--- src/rtl/grid_loader_pkg.sv ---
// Shared constants and types for the ASCII grid loader: character codes,
// FSM state encoding and the address field split.
package grid_loader_pkg;

  localparam int ADDR_W_DEF = 17;
  localparam int COL_W_DEF  = 8;

  // Row field takes whatever address bits the column field leaves over.
  function automatic int row_width(input int addr_w, input int col_w);
    return addr_w - col_w;
  endfunction

  localparam logic [7:0] CH_ROLL  = 8'h40;
  localparam logic [7:0] CH_EMPTY = 8'h2E;
  localparam logic [7:0] CH_NL    = 8'h0A;
  localparam logic [7:0] CH_CR    = 8'h0D;

  typedef enum logic [1:0] {
    LOAD,
    DONE,
    ERROR
  } state_t;

endpackage

--- src/rtl/grid_loader_if.sv ---
// Bundle of the character stream input, the grid RAM write port and the
// load status returned to downstream scan stages.
interface grid_loader_if
  import grid_loader_pkg::*;
#(
  parameter int ADDR_W = ADDR_W_DEF,
  parameter int COL_W  = COL_W_DEF
);
  localparam int ROW_W = row_width(ADDR_W, COL_W);

  logic [7:0]        in_data;
  logic              in_valid;
  logic              in_last;
  logic              in_ready;
  logic [ADDR_W-1:0] write_addr;
  logic              write_val;
  logic              write_en;
  logic [COL_W:0]    width;
  logic [ROW_W:0]    height;
  logic              done;
  logic              error;

  modport slave (
    input  in_data, in_valid, in_last,
    output in_ready, write_addr, write_val, write_en, width, height, done, error
  );

  modport master (
    output in_data, in_valid, in_last,
    input  in_ready, write_addr, write_val, write_en, width, height, done, error
  );

endinterface

--- src/rtl/grid_loader.sv ---
// Parses an ASCII '@'/'.' grid, one character per beat, into 1-bit writes at
// {row, col} and measures the grid dimensions; malformed input aborts the load.
module grid_loader
  import grid_loader_pkg::*;
#(
  parameter int ADDR_W = ADDR_W_DEF,
  parameter int COL_W  = COL_W_DEF
) (
  input  logic           clk,
  input  logic           rst_n,
  grid_loader_if.slave   bus
);
  localparam int ROW_W = row_width(ADDR_W, COL_W);
  localparam logic [COL_W:0] COL_LAST = {1'b0, {COL_W{1'b1}}};

  state_t            r_state;
  logic [COL_W:0]    r_col;
  logic [ROW_W:0]    r_row;
  logic [COL_W:0]    r_width;
  logic [ROW_W:0]    r_height;
  logic              r_width_known;
  logic              r_wr_en;
  logic [ADDR_W-1:0] r_wr_addr;
  logic              r_wr_val;

  state_t            w_state_nxt;
  logic [COL_W:0]    w_col_nxt;
  logic [ROW_W:0]    w_row_nxt;
  logic [COL_W:0]    w_width_nxt;
  logic [ROW_W:0]    w_height_nxt;
  logic              w_width_known_nxt;
  logic              w_wr_en_nxt;
  logic [ADDR_W-1:0] w_wr_addr_nxt;
  logic              w_wr_val_nxt;
  logic              w_accept;
  logic              w_fail;
  logic              w_close;

  assign w_accept = bus.in_valid & bus.in_ready;

  always_comb begin
    w_state_nxt       = r_state;
    w_col_nxt         = r_col;
    w_row_nxt         = r_row;
    w_width_nxt       = r_width;
    w_height_nxt      = r_height;
    w_width_known_nxt = r_width_known;
    w_wr_en_nxt       = 1'b0;
    w_wr_addr_nxt     = r_wr_addr;
    w_wr_val_nxt      = r_wr_val;
    w_fail            = 1'b0;
    w_close           = 1'b0;

    if (w_accept) begin
      case (bus.in_data)
        CH_ROLL, CH_EMPTY: begin
          // Row field already past its top value means the address would wrap.
          if (r_col == COL_LAST || (r_width_known && r_col == r_width) || r_row[ROW_W]) begin
            w_fail = 1'b1;
          end else begin
            w_wr_en_nxt   = 1'b1;
            w_wr_addr_nxt = {r_row[ROW_W-1:0], r_col[COL_W-1:0]};
            w_wr_val_nxt  = (bus.in_data == CH_ROLL);
            w_col_nxt     = r_col + 1'b1;
          end
        end
        CH_NL:   w_close = (r_col != '0);
        CH_CR:   ;
        default: w_fail = 1'b1;
      endcase

      // An unterminated final row is closed exactly as if '\n' had followed.
      if (!w_fail && bus.in_last && w_col_nxt != '0) begin
        w_close = 1'b1;
      end

      if (w_close) begin
        if (!r_width_known) begin
          w_width_nxt       = w_col_nxt;
          w_width_known_nxt = 1'b1;
        end else if (w_col_nxt != r_width) begin
          w_fail = 1'b1;
        end
        if (!w_fail) begin
          w_height_nxt = r_row + 1'b1;
          w_row_nxt    = r_row + 1'b1;
          w_col_nxt    = '0;
        end
      end

      if (w_fail) begin
        w_state_nxt = ERROR;
      end else if (bus.in_last) begin
        w_state_nxt = DONE;
      end
    end
  end

  always_ff @(posedge clk) begin
    if (!rst_n) begin
      r_state       <= LOAD;
      r_col         <= '0;
      r_row         <= '0;
      r_width       <= '0;
      r_height      <= '0;
      r_width_known <= 1'b0;
      r_wr_en       <= 1'b0;
      r_wr_addr     <= '0;
      r_wr_val      <= 1'b0;
    end else begin
      r_state       <= w_state_nxt;
      r_col         <= w_col_nxt;
      r_row         <= w_row_nxt;
      r_width       <= w_width_nxt;
      r_height      <= w_height_nxt;
      r_width_known <= w_width_known_nxt;
      r_wr_en       <= w_wr_en_nxt;
      r_wr_addr     <= w_wr_addr_nxt;
      r_wr_val      <= w_wr_val_nxt;
    end
  end

  assign bus.in_ready   = (r_state == LOAD);
  assign bus.write_en   = r_wr_en;
  assign bus.write_addr = r_wr_addr;
  assign bus.write_val  = r_wr_val;
  assign bus.width      = r_width;
  assign bus.height     = r_height;
  assign bus.done       = (r_state == DONE);
  assign bus.error      = (r_state == ERROR);

endmodule

--- src/flat_wrapper.sv ---
// flat-port wrapper written by rule: the top's interface ports become plain ports
module grid_loader_flat import grid_loader_pkg::*;
#(
  parameter int ADDR_W = ADDR_W_DEF,
  parameter int COL_W  = COL_W_DEF
)
  (clk, rst_n, bus_in_data, bus_in_valid, bus_in_last, bus_in_ready, bus_write_addr, bus_write_val, bus_write_en, bus_width, bus_height, bus_done, bus_error);
  grid_loader_if #(.ADDR_W(ADDR_W), .COL_W(COL_W)) bus_i ();
  input  logic clk;
  input  logic rst_n;
  input wire logic [$bits(bus_i.in_data)-1:0] bus_in_data;
  input wire logic [$bits(bus_i.in_valid)-1:0] bus_in_valid;
  input wire logic [$bits(bus_i.in_last)-1:0] bus_in_last;
  output wire logic [$bits(bus_i.in_ready)-1:0] bus_in_ready;
  output wire logic [$bits(bus_i.write_addr)-1:0] bus_write_addr;
  output wire logic [$bits(bus_i.write_val)-1:0] bus_write_val;
  output wire logic [$bits(bus_i.write_en)-1:0] bus_write_en;
  output wire logic [$bits(bus_i.width)-1:0] bus_width;
  output wire logic [$bits(bus_i.height)-1:0] bus_height;
  output wire logic [$bits(bus_i.done)-1:0] bus_done;
  output wire logic [$bits(bus_i.error)-1:0] bus_error;
  assign bus_i.in_data = bus_in_data;
  assign bus_i.in_valid = bus_in_valid;
  assign bus_i.in_last = bus_in_last;
  assign bus_in_ready = bus_i.in_ready;
  assign bus_write_addr = bus_i.write_addr;
  assign bus_write_val = bus_i.write_val;
  assign bus_write_en = bus_i.write_en;
  assign bus_width = bus_i.width;
  assign bus_height = bus_i.height;
  assign bus_done = bus_i.done;
  assign bus_error = bus_i.error;
  grid_loader #(.ADDR_W(ADDR_W), .COL_W(COL_W)) u_core (.clk(clk), .rst_n(rst_n), .bus(bus_i));
endmodule
--- config.mk ---
export PLATFORM = sky130hd
export DESIGN_NAME = grid_loader_flat
export DESIGN_NICKNAME = d
export VERILOG_FILES = /design/src/rtl/grid_loader_pkg.sv /design/src/rtl/grid_loader_if.sv /design/src/rtl/grid_loader.sv /design/src/flat_wrapper.sv
export SDC_FILE = /design/constraint.sdc
export NUM_CORES = 1
export LEC_CHECK = 0
export ABC_CLOCK_PERIOD_IN_PS = 9100
export BUFFER_PORTS_ARGS = -buffer_cell sky130_fd_sc_hd__buf_2
export CAP_MARGIN = 0
export CELL_PAD_IN_SITES_DETAIL_PLACEMENT = 1
export CELL_PAD_IN_SITES_GLOBAL_PLACEMENT = 2
export CORE_UTILIZATION = 35
export CTS_CLUSTER_SIZE = 14
export DETAILED_ROUTE_END_ITERATION = 10
export PLACE_DENSITY_LB_ADDON = 0.1
export SKIP_LAST_GASP = 1
export SLEW_MARGIN = 15
export SYNTH_ARGS = -nofsm -noshare
export SYNTH_HDL_FRONTEND = slang
export SYNTH_SLANG_ARGS = --single-unit
--- constraint.sdc ---
create_clock -name clk -period 9.1 [get_ports clk]
set_clock_uncertainty 0.05 [all_clocks]
set_input_delay 0.455 -clock clk [delete_from_list [all_inputs] [get_ports clk]]
set_output_delay 0.455 -clock clk [all_outputs]
set_load 0.01 [all_outputs]
; After elaboration in Yosys (flattened, before gate mapping)
; Index checks and enable logic that the tools add are counted.
[classes]
n_bitwise = 4
reduce_logical = 18
n_eq_ne = 9
muxes = 20
n_addsub = 2
[op_table]
columns = op, n
row1 = 9-bit two-way mux, 5
row2 = 9-bit nonzero test, 2
row3 = "8-bit by 4-bit == test with 1-bit output, second input constant", 2
row4 = 1-bit two-way mux, 12
row5 = 3-bit AND reduction, 4
row6 = "10-bit by 1-bit adder with 10-bit output, second input constant", 1
row7 = "9-bit by 1-bit adder with 9-bit output, second input constant", 1
row8 = "9-bit by 8-bit == test with 1-bit output, second input constant", 1
row9 = 9-bit == test, 1
row10 = 9-bit != test, 1
row11 = "8-bit by 6-bit == test with 1-bit output, second input constant", 1
row12 = "8-bit by 7-bit == test with 1-bit output, second input constant", 1
row13 = 2-bit two-way mux, 2
row14 = 2-bit AND reduction, 2
row15 = 2-bit OR reduction, 2
row16 = 1-bit logical AND, 3
row17 = 1-bit inverter, 3
row18 = "2-bit by 1-bit == test with 1-bit output, second input constant", 1
row19 = "2-bit == test, second input constant", 1
row20 = 2-bit logical NOT, 1
row21 = 1-bit logical OR, 2
row22 = 1-bit one-hot mux with 2 select lines, 1
row23 = 2-bit nonzero test, 1
row24 = 1-bit bitwise AND, 1
row25 = 1-bit logical NOT, 1
[totals]
regBits = 50

; Depth between registers and ports, before layout
; Gate-level depths: netlist of run 1.
[logic_depth]
word_depth = 18
ltp_mapped = 15
ltp_nobuf = 11

; Worst setup path before layout of run 1
; Ideal clock, no wire load.
[synth_timing]
kind = register to register
start = reg u_core.r_col[4]
end = reg u_core.r_row[2]
n_path_buf = 3
path_stages_with_launch = 15
period_less_slack_ns = 3.478
setup_time_ns = 0.070
path_slack_ns = 5.622
t_arrival_ns = 3.358
path_cell_list = dfxtp_1 -> buf_2 -> and3_1 -> and3_1 -> clkbuf_1 -> and3_1 -> ha_1 -> nor2_1 -> o21ai_1 -> nor3_1 -> mux2_2 -> o41a_1 -> buf_6 -> or4_1 -> a21oi_1
[synth_via]
elab_chain_len = 14
[synth_lines]
columns = element, line_no
row1 = "start, declared", grid_loader.sv:17  ; logic [COL_W:0] r_col;
row2 = "start signal, assigned", grid_loader.sv:112  ; r_col <= w_col_nxt;
row3 = branches (longest 13 deep; another with 9-bit by 1-bit adder with 9-bit output), --
row4 = 3-bit AND reduction (no source line) *, --
row5 = "end signal, assigned", grid_loader.sv:113  ; r_row <= w_row_nxt;
row6 = "end, declared", grid_loader.sv:18  ; logic [ROW_W:0] r_row;
; Mark *: on every way between the ends. The select of a mux whose other input is x is not followed.
; A chain may end at the register's enable or synchronous reset.

; Final worst setup path of run 1
[layout_timing]
start = reg u_core.r_col[0]
end = reg u_core.r_row[4]
; The elaborated chain is that of the path after synthesis.

==> summary.txt, run 1 <==
WP data required - 9.30 ns
Status - completed
Cell depth of the worst flop-to-flop path - 11
CTS resizes - 0
Vias in the first global route - 2732
Critical Path Fanout Max - 21
Crit path DAT - 4.37 ns
Largest net degree at the start of global routing - 25
Starting density of the core - 0.365
Die width - 92.1 um
Final Slew Violations - 0
Clock Latency Late Sink - 0.31 ns
CTS tree - yes
CP Class - reg2reg
Yosys top cell area share - 0.353
Sequential-to-total area share from yosys stat - 0.353
P_leak - 1.23 nW
Synth Net Count - 369
Io pins - 53
Commonest cells post-synth - nand2_1 (60), dfxtp_1 (50), nor2_1 (33)
Die footprint - 0.00848 sq mm
Worst Max-Slew Pin Slew - 1.10 ns
Max rail drop VDD - 0.0669 mV
Pwr Total - 411 uW
Seq cells post-synth - 50
CP endpoint kind - flip-flop
Global-route wire length before repair - 14.5 mm
Die H - 92.1 um
Count leader, synth - nand2_1
DRC violations left - 0
Site Rows - 32
Synth Flop Type - dfxtp_1
CTS H-tree depth - 2
Minimum clock period - 4.16 ns
Hold WC Path Type - reg2reg
CTS sink cnt - 50
Setup TNS - 0 ns
Worst-path clk slew - 0.11 ns
Overflow after GRT - 0
Area grow syn2layout - 15.2%
Average cell area after synthesis - 8.04 sq um
Total routed wirelength - 8.77 mm
Fin crit share - 0.458
Layout cells sized above 1 - 0.193
R2R setup slack - 4.94 ns
Fmax - 240 MHz
Final-layout fill cell count - 1006
Area contributors post-synth - dfxtp_1 (35%), nand2_1 (7.9%), xnor2_1 (5.9%)
Final antenna-violating net count - 0
Unrepaired setup endpoints after global routing - no
Initial antenna violation count - 0
Drt wl/cell - 17.7 um
Synth async-reset ratio - 0
Longest Clk Path Bufs - 2
Setup repair bufs after CTS - 0
Drt pass-1 iters - 4
RR Endpoint - u_core.r_row[4]$_SDFFE_PN0P_
Core area - 0.00777 sq mm
Post-route cell area - 0.00327 sq mm
Post-Synthesis Cell Area - 0.00284 sq mm
Via density - 5.52
Placed cell area - 0.00315 sq mm
Setup violators final - 0
Number of synthesized flops with an enable pin - 0
Worst reg2reg startpoint - u_core.r_col[0]$_SDFFE_PN0P_
Routed via count - 2738
Post-synth top area cell - dfxtp_1
Hold path depth - 2
Worst setup SP type - flip-flop
# nets final - 409
Synth unique cells - 57
WHS - 0.409 ns
Final hold vios - 0
CTS Hold Bufs - 0
Post-Syn Instances - 353
Power density over cell area - 126 mW/mm^2
Hold Crit Start - u_core.bus.write_addr[16]$_SDFFE_PN0P_
ANT cells - 0
Total CTS buffers - 5
Post-DP HPWL - 6.36 mm
Max-cap viol count - 0
Clock root buffer - clkbuf_8
GRT Overall Usage - 0.219
Worst Hold Endpoint - u_core.bus.write_addr[16]$_SDFFE_PN0P_
Port Buffer Count - 52
Ys Warns - 0
Max-Slew Margin vs Limit - 0.269
Drt initial violations - 116
Final GP Congestion - 0.863
==> layer usage <==
metal | vias up | track usage | share of wire
li1 | 1333 | - | -
met1 | 1339 | 0.276 | 0.45
met2 | 57 | 0.382 | 0.49
met3 | 9 | 0.0365 | 0.044
met4 | 0 | 0.0599 | 0.012
met5 | - | 0 | 0
==> kinds of logic (layout without fill, tap and decap cells) <==
logic type	after synthesis	after routing	synth area share
AOI/OAI and AO/OA	81	81	0.203
buffers and inverters	31	72	0.0467
muxes	6	6	0.0216
and+or+nand+nor	152	152	0.264
xor gates and xnor gates	29	29	0.0943
adders and majority gates	4	4	0.0176
DFF	50	50	0.353
==> power breakdown <==
group | total [mW] | switching [mW] | internal, mW
logic | 0.0167 | 0.0113 | 0.00542
clock network | 0.174 | 0.0835 | 0.0907
registers | 0.220 | 0.000604 | 0.219
total | 0.411 | 0.0954 | 0.315
==> stage by stage <==
step                 util  std cells  worst slack [ns]
detailed placement  0.406        488              4.79
CTS                 0.421        496              4.96
global placement    0.406        488              4.80
floorplan               -        353              5.62
finish              0.421        496              4.94
global route        0.421        496              4.71
==> critical path: stages, from the launching register on <==
cell     delay, ns
dfxtp_1       0.44
ha_1          0.34
and3_1        0.27
and3_1        0.20
ha_1          0.18
nor2_1        0.13
o21ai_1       0.22
nor3_1        0.40
mux2_2        0.41
o41a_1        0.71
or4_1         0.59
a21oi_1       0.14
==> flip-flops by register name (all words and copies together), names as in the netlist <==
| name | cells |
|---|---|
| u_core.bus.write_addr | 17 |
| u_core.r_row | 10 |
| u_core.bus.width | 9 |
| u_core.r_col | 9 |
| u_core.r_state | 2 |
| u_core.bus.write_en | 1 |
| u_core.bus.write_val | 1 |
| u_core.r_width_known | 1 |
==> layout by cell type, fill, tap and decap left out, drive strengths merged, types with 5 or more instances in the layout <==
| cell | netlist | layout |
|---|---|---|
| a211oi | 11 | 11 |
| a21oi | 33 | 33 |
| and3 | 6 | 6 |
| buf | 7 | 55 |
| clkbuf | 15 | 6 |
| dfxtp | 50 | 50 |
| inv | 8 | 9 |
| mux2i | 5 | 5 |
| nand2 | 60 | 60 |
| nand2b | 6 | 6 |
| nand3 | 8 | 8 |
| nand4 | 7 | 7 |
| nor2 | 33 | 33 |
| o21ai | 7 | 7 |
| o31ai | 6 | 6 |
| or4 | 5 | 5 |
| xnor2 | 19 | 19 |
| xor2 | 9 | 9 |
==> final cells by class <==
cell class	instances	area, sq um	area share
Multi-Input combinational cell	272	1710	0.521
Sequential cell	50	1000	0.306
Timing Repair Buffer	55	283	0.0864
Tap cell	102	128	0.0390
Clock buffer	6	82.6	0.0252
Clock inverter	2	38.8	0.0119
Inverter	9	33.8	0.0103
==> worst max-delay path by stage <==
stage | depth (start not counted) | end | slack (ns) | startpoint
after global routing | 11 | u_core.r_row[4]$_SDFFE_PN0P_ | 4.71 | u_core.r_col[0]$_SDFFE_PN0P_
after global placement | 9 | u_core.r_row[3]$_SDFFE_PN0P_ | 4.80 | bus_in_data[4]
final | 11 | u_core.r_row[4]$_SDFFE_PN0P_ | 4.94 | u_core.r_col[0]$_SDFFE_PN0P_
after detailed placement | 9 | u_core.r_row[3]$_SDFFE_PN0P_ | 4.79 | bus_in_data[4]
after floorplan | 14 | u_core.r_row[2]$_SDFFE_PN0P_ | 5.62 | u_core.r_col[4]$_SDFFE_PN0P_
after CTS | 11 | u_core.r_row[4]$_SDFFE_PN0P_ | 4.96 | u_core.r_col[0]$_SDFFE_PN0P_
(Power assumes the default switching activity.)
==> run 2: changes to the inputs <==
Settings changed: ABC_AREA set to 1, ABC_CLOCK_PERIOD_IN_PS 9100 to 3800, CORE_UTILIZATION 35 to 27.
Clock period 9.1 ns to 3.8 ns, I/O delays scaled along.
==> run 2 against run 1 <==
Net effect:
- register-to-register slack lost 4.4 ns
- sequential share of layout area shrank 1.6 points
- fmax increased by 28%
- synthesized cell count increased by 27%
- critical path type unchanged
- critical endpoint is now u_core.bus.width[7]$_SDFFE_PN0P_
- largest power group unchanged
==> summary.txt, run 2 <==
Status - completed
Die width - 106 um (+15%)
Hold Crit Start - bus_in_last
Post-layout util - 0.331 (-0.0901)
Crit path DAT - 3.42 ns (-0.95 ns)
Worst Hold Endpoint - u_core.r_state[0]$_SDFFE_PN0P_
Hold WC Path Type - in2reg
Mux cell area share after synthesis - 0 (-0.0216)
Total routed wirelength - 9.84 mm (+12%)
Setup TNS - 0 ns (unchanged)
XOR/XNOR Fraction of Synth Area - 0.0170 (-0.0773)
Pwr Total - 1.01 mW (+150%)
Post-Synthesis Cell Area - 0.00294 sq mm (+3.5%)
Synth async-reset ratio - 0 (unchanged)
Post-synth top area cell - dfxtp_1
Fin crit share - 0.856 (+0.398)
Die footprint - 0.0113 sq mm (+33%)
CP endpoint kind - flip-flop
Adder-Cell Fraction of Synth Area - 0.0170 (-0.000600)
# nets final - 516 (+26%)
RR Endpoint - u_core.bus.width[7]$_SDFFE_PN0P_
P_leak - 1.74 nW (+42%)
Ys Warns - 0 (unchanged)
Most common cell after layout, fill and taps aside - nand2_1
CTS tree - yes
Max rail drop VDD - 0.135 mV (+100%)
WHS - 0.202 ns (-0.207 ns)
CTS resizes - 0 (unchanged)
Drt wl/cell - 15.4 um (-13%)
Setup ws final - 0.548 ns (-4.39 ns)
Hold path depth - 5 (+3)
Critical Path Fanout Max - 15 (-29%)
Worst reg2reg startpoint - u_core.r_col[0]$_SDFFE_PN0P_
Seq cells post-synth - 50 (unchanged)
Routed via count - 3052 (+11%)
Final GP Congestion - 0.837 (-3.0%)
Clock Latency Late Sink - 0.31 ns (about the same)
Post-synthesis compound-gate area fraction - 0.125 (-0.0776)
CP Class - reg2reg
Commonest cells post-synth - nand2_1 (116), nor2_1 (57), dfxtp_1 (50)
Minimum clock period - 3.25 ns (-0.911 ns)
CTS Hold Bufs - 0 (unchanged)
Max-cap viol count - 0 (unchanged)
Initial antenna violation count - 0 (unchanged)
Max reg flops - 17 (unchanged)
Cell depth of the worst flop-to-flop path - 19 (+8)
Area grow syn2layout - 17.4%
Max-Slew Margin vs Limit - 0.537 (+0.269)
Non-Filler Instances - 637 (+28%)
Worst setup SP type - flip-flop
Power density over cell area - 292 mW/mm^2 (+130%)
Layout cells sized above 1 - 0.214 (+0.0207)
Sequential-to-total area share from yosys stat - 0.341 (-0.0120)
Total CTS buffers - 5 (unchanged)
Yosys top cell area share - 0.341 (-0.0120)
Longest Clk Path Bufs - 2 (unchanged)
Largest net degree at the start of global routing - 38 (+52%)
Placed cell area - 0.00333 sq mm (+5.6%)
Site Rows - 37 (+16%)
Synth unique cells - 32 (-44%)
Synth Net Count - 466 (+26%)
Drt pass-1 iters - 4 (unchanged)
Simple-Gate Fraction of Synth Area - 0.401 (+0.137)
Synth Flop Type - dfxtp_1
Starting density of the core - 0.282 (-0.0833)
CTS H-tree depth - 2 (unchanged)
Final antenna-violating net count - 0 (unchanged)
Overflow after GRT - 0 (unchanged)
Die H - 106 um (+15%)
Drt initial violations - 129 (+11%)
Worst Max-Slew Pin Slew - 0.694 ns (-0.403 ns)
ANT cells - 0 (unchanged)
Count leader, synth - nand2_1
Post-Syn Instances - 450 (+27%)
Final Slew Violations - 0 (unchanged)
Fmax - 307 MHz (+28%)
Global-route wire length before repair - 16.1 mm (+11%)
CTS sink cnt - 50 (unchanged)
Unrepaired setup endpoints after global routing - no
GRT Overall Usage - 0.184 (-0.0354)
Most frequent cells in the layout - nand2_1 (116), nor2_1 (57), buf_2 (52)
Setup repair bufs after CTS - 0 (unchanged)
Post-Place Cells - 629 (+29%)
Post-route cell area - 0.00345 sq mm (+5.4%)
Setup Slack @ Placement - 0.542 ns (-4.25 ns)
Worst-path clk slew - 0.11 ns (about the same)
R2R setup slack - 0.55 ns (-4.39 ns)
Final hold vios - 0 (unchanged)
Vias in the first global route - 3048 (+12%)
Port Buffer Count - 52 (unchanged)
Area contributors post-synth - dfxtp_1 (34%), nand2_1 (15%), nor2_1 (7.3%)
WP data required - 3.97 ns (-5.33 ns)
Via density - 4.79 (-13%)
Clock root buffer - clkbuf_8
Number of synthesized flops with an enable pin - 0 (unchanged)
Post-DP HPWL - 7.56 mm (+19%)
Core area - 0.0104 sq mm (+34%)
Setup violators final - 0 (unchanged)
Average cell area after synthesis - 6.53 sq um (-19%)
Largest family of logic cells by synthesized area - simple AND/OR/NAND/NOR gates
DRC violations left - 0 (unchanged)
Io pins - 53 (unchanged)
-- run 2: cell types whose count changed after synthesis, moves of 7 or more --
cell | before | now
nor2_1 | 33 | 57
xor2_1 | 9 | 2
xnor2_1 | 19 | 0
nand3_1 | 8 | 26
clkbuf_1 | 15 | 8
a211oi_1 | 10 | 0
inv_1 | 8 | 49
inv_2 | 0 | 11
nand2_1 | 60 | 116
nand4_1 | 7 | 14
nand2_2 | 0 | 12
o21ai_0 | 5 | 25
-- run 2: how the worst max path moves through the flow --
| stage | startpoint | end | slack (ns) | cells after the start |
|---|---|---|---|---|
| after floorplan | u_core.r_col[0]$_SDFFE_PN0P_ | u_core.r_row[7]$_SDFFE_PN0P_ | 1.13 | 21 |
| after global placement | u_core.r_col[0]$_SDFFE_PN0P_ | u_core.bus.width[0]$_SDFFE_PN0P_ | 0.62 | 20 |
| after detailed placement | u_core.r_col[0]$_SDFFE_PN0P_ | u_core.bus.width[7]$_SDFFE_PN0P_ | 0.54 | 19 |
| after CTS | u_core.r_col[0]$_SDFFE_PN0P_ | u_core.bus.width[7]$_SDFFE_PN0P_ | 0.52 | 19 |
| after global routing | u_core.r_col[0]$_SDFFE_PN0P_ | u_core.bus.width[7]$_SDFFE_PN0P_ | 0.16 | 19 |
| final | u_core.r_col[0]$_SDFFE_PN0P_ | u_core.bus.width[7]$_SDFFE_PN0P_ | 0.55 | 19 |
-- run 2: area by class of cell --
class,instances,area [sq um]
timing repair buffer,54,275
clock inverter,2,38.8
sequential,50,1000
inverter,62,235
tap,136,170
clock buffer,6,82.6
multi-input combinational,327,1650
fill,1383,6970
-- run 2: per-layer routing --
metal  vias to the layer above  global-route usage  share of wire
li1                       1537                   -              -
met5                         -                   0              0
met4                         0              0.0397          0.010
met1                      1461               0.234           0.47
met3                         8              0.0258          0.026
met2                        46               0.325           0.49
-- run 2: critical path: stages (launching register included) --
cell,delay (ns)
dfxtp_1,0.50
ha_1,0.23
inv_1,0.07
nor4_2,0.32
nand2_1,0.09
nor2_1,0.10
ha_1,0.19
inv_1,0.14
nand3_4,0.20
nand2_1,0.09
nand2_1,0.11
nand3_1,0.11
nor2_1,0.12
nand2_1,0.08
nand2_2,0.08
nand2_4,0.10
nand3_4,0.19
inv_1,0.14
o21ai_0,0.18
nor2_1,0.05
-- run 2: report_power, final --
| group | total (mW) | internal [mW] | switching (mW) |
|---|---|---|---|
| combinational | 0.0501 | 0.0142 | 0.0359 |
| clock | 0.430 | 0.217 | 0.212 |
| sequential | 0.527 | 0.526 | 0.00133 |
| total | 1.01 | 0.757 | 0.250 |
-- run 2: kinds of logic (layout without fill, tap and decap cells) --
kind of cell,count (synthesis),after routing
xor gates and xnor gates,4,4
DFF,50,50
buffers and inverters,73,124
and+or+nand+nor,249,249
AOI/OAI and AO/OA,70,70
adders and majority gates,4,4
==> run 3: changes to the inputs <==
--- a/config.mk
+++ b/config.mk
@@ -8,5 +8,5 @@
 export ABC_AREA = 1
 export ABC_CLOCK_PERIOD_IN_PS = 3800
-export BUFFER_PORTS_ARGS = -buffer_cell sky130_fd_sc_hd__buf_2
+export BUFFER_PORTS_ARGS = -buffer_cell sky130_fd_sc_hd__clkbuf_2
 export CAP_MARGIN = 0
 export CELL_PAD_IN_SITES_DETAIL_PLACEMENT = 1
==> constraint.sdc (replaced) <==
create_clock -name clk -period 3.8 [get_ports clk]
set_clock_uncertainty 0.05 [all_clocks]
set_input_delay 0 -clock clk [delete_from_list [all_inputs] [get_ports clk]]
set_output_delay 0 -clock clk [all_outputs]
set_load 0.01 [all_outputs]
==> run 3 against run 2 <==
Net effect:
- combinational power rose by 3%
- largest power group unchanged
- sequential power about the same
- design area shrank 0.36%
- die area stayed put
- via count is 0.72% lower
==> summary.txt, run 3 (synthesis results as in run 2) <==
Post-route cell area - 0.00344 sq mm (-0.36%)
# nets final - 517 (+0.19%)
Core area - 0.0104 sq mm (unchanged)
Total CTS buffers - 5 (unchanged)
Setup repair bufs after CTS - 0 (unchanged)
Max-Slew Margin vs Limit - 0.489 (-0.0489)
Initial antenna violation count - 0 (unchanged)
Drt wl/cell - 15.6 um (+1.2%)
Slowest CP cell - dfxtp_1
GRT Overall Usage - 0.189 (+0.00566)
Via density - 4.75 (-0.88%)
DRC violations left - 0 (unchanged)
Final hold vios - 0 (unchanged)
Port Buffer Count - 52 (unchanged)
Placed cell area - 0.00333 sq mm (unchanged)
WP data required - 3.97 ns (about the same)
Final antenna-violating net count - 0 (unchanged)
Hold Crit Start - bus_in_data[6]
Io pins - 53 (unchanged)
Crit-path cells - ha_1 -> inv_1 -> nor4_2 -> nand2_1 -> nor2_1 -> ha_1 -> inv_1 -> nand3_4 -> nand2_1 -> nand2_1 -> nand3_1 -> nor2_1 -> nand2_1 -> nand2_2 -> nand2_4 -> nand3_4 -> inv_1 -> o21ai_0 -> nor2_1
CP Class - reg2reg
Max-cap viol count - 0 (unchanged)
Cell depth of the worst flop-to-flop path - 19 (unchanged)
Clock root buffer - clkbuf_8
Worst setup SP type - flip-flop
Drt initial violations - 102 (-21%)
CTS sink cnt - 50 (unchanged)
Post-layout util - 0.330 (-0.00120)
Minimum clock period - 3.34 ns (+0.0832 ns)
Power density over cell area - 275 mW/mm^2 (-5.9%)
Hold path depth - 5 (unchanged)
Largest net degree at the start of global routing - 38 (unchanged)
Routed via count - 3030 (-0.72%)
Unrepaired setup endpoints after global routing - no
Fin crit share - 0.878 (+0.0219)
Worst-path clk slew - 0.10 ns (about the same)
Die footprint - 0.0113 sq mm (unchanged)
Fmax - 300 MHz (-2.5%)
ANT cells - 0 (unchanged)
CTS tree - yes
Worst Max-Slew Pin Slew - 0.767 ns (+0.0733 ns)
Final-layout fill cell count - 1391 (+0.58%)
Final Slew Violations - 0 (unchanged)
Worst reg2reg startpoint - u_core.r_col[0]$_SDFFE_PN0P_
Die width - 106 um (unchanged)
CP endpoint kind - flip-flop
Global-route wire length before repair - 16.4 mm (+2.1%)
Crit path DAT - 3.51 ns (+0.09 ns)
Max reg flops - 17 (unchanged)
CTS H-tree depth - 2 (unchanged)
Most frequent cells in the layout - nand2_1 (116), nor2_1 (57), clkbuf_2 (52)
Setup Slack @ Placement - 0.490 ns (-0.0522 ns)
Site Rows - 37 (unchanged)
Most common cell after layout, fill and taps aside - nand2_1
Longest Clk Path Bufs - 2 (unchanged)
Critical Path Fanout Max - 15 (unchanged)
Layout cells sized above 1 - 0.213 (-0.000425)
Total routed wirelength - 9.97 mm (+1.3%)
CP most frequent cell - nand2_1
Final GP Congestion - 0.794 (-5.1%)
RR Endpoint - u_core.bus.width[6]$_SDFFE_PN0P_
Worst Hold Endpoint - u_core.bus.write_val$_SDFFE_PN0P_
Crit path largest cell delay - 0.49 ns (about the same)
Status - completed
Drt pass-1 iters - 4 (unchanged)
Starting density of the core - 0.282 (unchanged)
Max rail drop VDD - 0.128 mV (-5.7%)
Area grow syn2layout - 16.9%
R2R setup slack - 0.46 ns (-0.08 ns)
Clock Latency Late Sink - 0.32 ns (about the same)
Setup violators final - 0 (unchanged)
Post-DP HPWL - 7.58 mm (+0.32%)
Overflow after GRT - 0 (unchanged)
Setup ws final - 0.465 ns (-0.0832 ns)
P_leak - 1.70 nW (-2.5%)
Die H - 106 um (unchanged)
Vias in the first global route - 3127 (+2.6%)
Hold WC Path Type - in2reg
Setup TNS - 0 ns (unchanged)
## run 3: metal layers
| layer | part of all wire | track usage | vias to the layer above |
|---|---|---|---|
| met5 | 0 | 0 | - |
| met4 | 0.0057 | 0.0387 | 0 |
| met3 | 0.032 | 0.0319 | 4 |
| met2 | 0.50 | 0.336 | 46 |
| met1 | 0.47 | 0.238 | 1446 |
| li1 | - | - | 1534 |
## run 3: power breakdown
part           switching [mW]  internal [mW]  total, mW
registers             0.00140          0.526      0.527
logic                  0.0366         0.0149     0.0515
clock network           0.215          0.151      0.366
## run 3: worst max-delay path: cells and delay by family (launching register included)
family	cells	cell delay (ns)
DFF	1	0.49
AOI/OAI and AO/OA	1	0.19
buffers and inverters	3	0.38
adders and majority gates	2	0.42
and+or+nand+nor	13	1.68
## run 3: worst max-delay path by stage
stage	from	end	slack [ns]	cells after the start
2_1_floorplan	u_core.r_col[0]$_SDFFE_PN0P_	u_core.r_row[7]$_SDFFE_PN0P_	1.13	21
3_3_place_gp	u_core.r_col[0]$_SDFFE_PN0P_	u_core.bus.width[0]$_SDFFE_PN0P_	0.56	20
3_5_place_dp	u_core.r_col[0]$_SDFFE_PN0P_	u_core.bus.width[6]$_SDFFE_PN0P_	0.49	19
4_1_cts	u_core.r_col[0]$_SDFFE_PN0P_	u_core.bus.width[0]$_SDFFE_PN0P_	0.47	20
5_1_grt	u_core.r_col[0]$_SDFFE_PN0P_	u_core.bus.width[7]$_SDFFE_PN0P_	0.18	19
6_report	u_core.r_col[0]$_SDFFE_PN0P_	u_core.bus.width[6]$_SDFFE_PN0P_	0.46	19
## run 3: per-stage QoR
stage	instances	hold WS [ns]	total power, mW
after global routing	638	0.124	0.986
after floorplan	450	0.202	0.569
after detailed placement	629	0.331	0.591
after CTS	638	0.0811	0.958
final	638	0.0834	0.944
after global placement	629	0.337	0.591
## run 3: repair_timing
item | 4_1_cts | 5_1_grt
gates resized for setup | 0 | 0
hold buffers | 1 | 0
hold endpoints to repair | 1 | 0
setup endpoints to repair | 0 | 0
## run 3: layout make-up
| class | count | area [sq um] | share of cell area |
|---|---|---|---|
| inverter | 62 | 235 | 0.0684 |
| timing repair buffer | 55 | 285 | 0.0830 |
| sequential | 50 | 1000 | 0.291 |
| tap | 136 | 170 | 0.0495 |
| clock buffer | 6 | 82.6 | 0.0240 |
| clock inverter | 2 | 16.3 | 0.00473 |
| multi-input combinational | 327 | 1650 | 0.479 |
